`config.mk`:
```
export PLATFORM = sky130hd
export DESIGN_NAME = block_result_accumulator
export DESIGN_NICKNAME = d
export VERILOG_FILES = /design/src/rtl/block_result_accumulator.sv
export SDC_FILE = /design/constraint.sdc
export NUM_CORES = 2
export LEC_CHECK = 0
export ABC_CLOCK_PERIOD_IN_PS = 12400
export CAP_MARGIN = 20
export CORE_UTILIZATION = 59
export DETAILED_ROUTE_END_ITERATION = 8
export PLACE_DENSITY = 0.8
export SETUP_SLACK_MARGIN = 0.2
export SYNTH_ARGS = -nofsm -noshare
export SYNTH_HDL_FRONTEND = slang
export SYNTH_SLANG_ARGS = --single-unit
```
`constraint.sdc`:
```
create_clock -name clock -period 12.4 [get_ports clock]
set_clock_uncertainty 0.1 [all_clocks]
set_input_delay 2.48 -clock clock [delete_from_list [all_inputs] [get_ports clock]]
set_output_delay 2.48 -clock clock [all_outputs]
set_load 0.05 [all_outputs]
```
`src/rtl/block_result_accumulator.sv`:
```
// Sums K_BLOCKS partial 4x4 product tiles into one output block,
// then drains it one saturated Q8.8 row per handshake.
module block_result_accumulator #(
  parameter int DATA_W   = 16,
  parameter int N        = 4,
  parameter int K_BLOCKS = 4
) (
  input  logic                  clock,
  input  logic                  reset,
  input  logic                  tile_valid,
  input  logic [N*N*DATA_W-1:0] tile_in,
  output logic                  tile_ready,
  output logic                  out_valid,
  input  logic                  out_ready,
  output logic [N*DATA_W-1:0]   out_row,
  output logic [1:0]            out_row_idx,
  output logic                  out_last,
  output logic                  out_sat,
  output logic                  busy
);

  localparam int ACC_W = DATA_W + $clog2(K_BLOCKS) + 1;
  localparam int KW    = $clog2(K_BLOCKS + 1);

  localparam logic signed [ACC_W-1:0] MAXV =
    ACC_W'((1 << (DATA_W - 1)) - 1);
  localparam logic signed [ACC_W-1:0] MINV = ~MAXV;

  typedef enum logic [1:0] {IDLE, ACCUM, DRAIN} state_t;

  state_t                  state;
  logic [KW-1:0]           k_cnt;
  logic [1:0]              row_cnt;
  logic signed [ACC_W-1:0] acc [N][N];

  logic accept;
  logic hs;

  assign tile_ready  = (state != DRAIN);
  assign out_valid   = (state == DRAIN);
  assign busy        = (state != IDLE);
  assign accept      = tile_valid && tile_ready;
  assign hs          = out_valid && out_ready;
  assign out_row_idx = row_cnt;
  assign out_last    = out_valid && (row_cnt == 2'(N - 1));

  function automatic logic signed [ACC_W-1:0] ext(
    input logic [DATA_W-1:0] v
  );
    return {{(ACC_W - DATA_W){v[DATA_W-1]}}, v};
  endfunction

  // {clamp flag, saturated element}
  function automatic logic [DATA_W:0] sat(
    input logic signed [ACC_W-1:0] x
  );
    if (x > MAXV)
      return {1'b1, MAXV[DATA_W-1:0]};
    else if (x < MINV)
      return {1'b1, MINV[DATA_W-1:0]};
    else
      return {1'b0, x[DATA_W-1:0]};
  endfunction

  always_ff @(posedge clock or posedge reset) begin
    if (reset) begin
      state   <= IDLE;
      k_cnt   <= '0;
      row_cnt <= '0;
      for (int r = 0; r < N; r++)
        for (int c = 0; c < N; c++)
          acc[r][c] <= '0;
    end else begin
      case (state)
        IDLE: begin
          if (accept) begin
            // first tile of a block loads, clearing prior residue
            for (int r = 0; r < N; r++)
              for (int c = 0; c < N; c++)
                acc[r][c] <= ext(tile_in[(N*r+c)*DATA_W +: DATA_W]);
            k_cnt <= KW'(1);
            state <= (K_BLOCKS == 1) ? DRAIN : ACCUM;
          end
        end
        ACCUM: begin
          if (accept) begin
            for (int r = 0; r < N; r++)
              for (int c = 0; c < N; c++)
                acc[r][c] <= acc[r][c] +
                  ext(tile_in[(N*r+c)*DATA_W +: DATA_W]);
            k_cnt <= k_cnt + KW'(1);
            if (k_cnt == KW'(K_BLOCKS - 1))
              state <= DRAIN;
          end
        end
        DRAIN: begin
          if (hs) begin
            if (row_cnt == 2'(N - 1)) begin
              state   <= IDLE;
              row_cnt <= '0;
              k_cnt   <= '0;
            end else begin
              row_cnt <= row_cnt + 2'd1;
            end
          end
        end
        default: state <= IDLE;
      endcase
    end
  end

  always_comb begin
    logic [DATA_W:0] s;
    out_row = '0;
    out_sat = 1'b0;
    s       = '0;
    if (out_valid) begin
      for (int c = 0; c < N; c++) begin
        s = sat(acc[row_cnt][c]);
        out_row[c*DATA_W +: DATA_W] = s[DATA_W-1:0];
        out_sat = out_sat | s[DATA_W];
      end
    end
  end

endmodule

```
==> results.toml <==
[flow_run]
maxCapViolCount = 0

[timing]
setup_viol = 0
post-route-period-util_pct = 61.7
worst_pin_slew_ps = 1220
rsz0062_at_grt = "no"
setup_tns_ps = 0
hold_viol_final = 0
max_freq_mhz = 131
min_period_ps = 7650
fin_hold_ws_ps = 412
setup_ws_ps = 4750
maxSlewViolCount = 0
maxSlewHeadroom_pct = 18.7

[setup_path]
cp-end-kind = "output port"
r2r_start = "state[0]"
cp-start-kind = "flop"
crit_chain = "buf_4 > mux4_2 > a31oi_2 > nor4_1 > a21oi_1 > clkdlybuf4s50_1"
critPathBufInv = 2
cpPeakStageDelay_ps = 920
crit_fanout = 43
critPathRequiredTime_ps = 9820
worstSetupPathType = "flop to output port"
r2r_slack_ps = 8010
r2r_cells = 8
critPathSlowestCell = "a31oi_2"
cpLargestDelayFamily = "buffers and inverters"
cp_data_arrival_time_ps = 5070
timing.rr.end = "acc[303]"

[drt]
num_vias = 27200
dr.pass1.iters = 6
met1Wirelength_um = 37500
highest_layer = "met5"
route.detailed.drc = 0
wl_met2_um = 41100
drt_iter0_markers = 1838
routed_wl_um = 87500
detail-route-antenna-nets = 0
viasPerCell = 6.30
wl_met3_um = 5160
post_drt_wl_per_cell_um = 20.3

[synthesis]
synth_most_common_cell = "o21ai_0"
ys.flop_type = "dfrtp_1"
mappedNetlistArea_um2 = 29500
synth_async_sr_flop_share_pct = 100
ys_seq_area_share_pct = 26.4
synthTopCellsByArea = "dfrtp_1 26%, ha_1 13%, o21ai_0 6.4%"
synth.top_cell.area_share_pct = 26.4
synth.largest_area_cell = "dfrtp_1"
syn_inst = 3370
synthTopCellsByCount = "376 x o21ai_0, 346 x a21oi_1, 336 x nand2_1"
ys_seq_elements = 311
ys.warnings.count = 0
yosysUniqueCellTypes = 71
syn-num-nets = 3942
avgSynthCellArea_um2 = 8.74
synth-edff-count = 0

[grt]
grt_pass1_wl_um = 139000
grtUsageTotal_pct = 34.1
grt_pass1_vias = 26400
grt_max_degree = 286
gr-total-overflow = 0
antenna_found_initial = 14

[pwr]
vdd_drop_max_mv = 0.212
p_leak_nw = 15.3
power_mw = 9.71
power.density_nw_per_um2 = 281

[floorplanning]
coreArea_um2 = 49200
dieArea_um2 = 50800
start_util_pct = 60.0
std_cell_rows = 81
die_w_um = 225
die_h_um = 225
pin_count = 331

[clock_network]
clockBufferDepth = 3
cts_buffers = 38
cts_tree = "done"
post_cts_buffers = 0
post_cts_resized = 0
clock_latency_ps = 580
htreeDepth = 2
hold_buffers = 0
clock-root-buffer = "clkbuf_16"
cts.sinks = 311
clk_pin_slew_ps = 60

[finish]
layout-drive-gt1-share_pct = 5.97
postLayoutCoreUtil_pct = 70.2
area_growth_pct = 17.1
nNetsFinal = 4181

[run_status]
status = "finished, final reports clean"

[placed_design]
hpwl_um = 63000
place.gp.congestion = 0.975
port_buffers = 330
place_ws_ps = 5290

[min_path]
holdPathStages = 2
worstHoldStart = "acc[233]"
worstHoldPathType = "flop to flop"
min_to = "acc[233]"
[cells by family after synthesis]
| logic type | count (synthesis) | share of synthesized area, % |
|---|---|---|
| flops | 311 | 26.4 |
| compound gates | 1187 | 25.0 |
| mux | 248 | 11.7 |
| simple gates | 871 | 13.7 |
| fa+ha+maj | 312 | 13.7 |
| buf+inv | 215 | 2.82 |
| xor+xnor | 226 | 6.72 |
[state kept, by name, summed over array words and instances, names as in the netlist]
| register | flops |
|---|---|
| state | 2 |
| acc | 304 |
| k_cnt | 3 |
| out_row_idx | 2 |
[metrics by stage]
stage	cells	cell area, µm²
2_1_floorplan	3370	29500
4_1_cts	4300	34500
3_5_place_dp	4232	33200
5_1_grt	4308	34500
6_report	4310	34500
3_3_place_gp	4230	33200
[worst register-to-register path, stage by stage (launching register included)]
cell and delay (ps):
dfrtp_1 440, inv_1 140, ha_2 630, inv_1 510, o211ai_1 320, buf_12 830
buf_4 890, o21ai_0 240, o311ai_0 150
[final cells by class]
| class | count | area, µm² |
|---|---|---|
| flip-flops and latches | 311 | 7790 |
| repair buffers | 349 | 3500 |
| well taps | 664 | 831 |
| clock inverters | 12 | 93.8 |
| multi-input cells | 2844 | 20900 |
| fillers | 3838 | 14600 |
| diodes | 9 | 22.5 |
| inverters | 65 | 256 |
| clock buffers | 56 | 1120 |
[how the worst max path moves through the flow]
stage	startpoint	end	slack (ps)	cells past startpoint
after floorplan	reset	acc[0]	1220	1
after global placement	out_row_idx[0]	out_sat	5200	6
after detailed placement	out_row_idx[1]	out_sat	5290	6
after CTS	out_row_idx[1]	out_sat	4670	6
after global routing	out_row_idx[1]	out_sat	4480	6
final	out_row_idx[1]	out_sat	4750	6
[placed cells by master (no fill, tap or decap), types with 33 or more instances in the layout]
| master | Yosys | layout |
|---|---|---|
| o21a_1 | 63 | 63 |
| xor2_1 | 66 | 66 |
| a31oi_1 | 35 | 33 |
| a21o_1 | 137 | 137 |
| clkdlybuf4s50_1 | 0 | 330 |
| inv_1 | 65 | 63 |
| clkbuf_16 | 0 | 39 |
| a21oi_1 | 346 | 346 |
| mux4_2 | 76 | 76 |
| and3_1 | 51 | 51 |
| o21bai_1 | 56 | 56 |
| nor3_1 | 34 | 34 |
| mux2i_1 | 150 | 150 |
| ha_1 | 296 | 294 |
| nand3_1 | 48 | 48 |
| dfrtp_1 | 311 | 309 |
| nand2_1 | 336 | 335 |
| nor2_1 | 207 | 207 |
| xnor2_1 | 160 | 160 |
| nor2b_1 | 90 | 90 |
| o21ai_0 | 376 | 376 |
[metal layers]
layer | vias up | GRT usage [%]
li1 | 13000 | -
met1 | 13100 | 44.0
met2 | 876 | 56.3
met3 | 215 | 5.41
met4 | 12 | 15.1
met5 | - | 0
[power breakdown]
group          leakage [nW]  total (mW)  internal (mW)  switching (mW)
Combinational          11.0        6.48           2.85            3.63
Sequential             3.78        2.11           1.53           0.579
Clock                 0.599        1.12          0.646           0.476
Total                  15.3        9.71           5.02            4.68
Note: power is estimated with default switching activity, not from simulation.
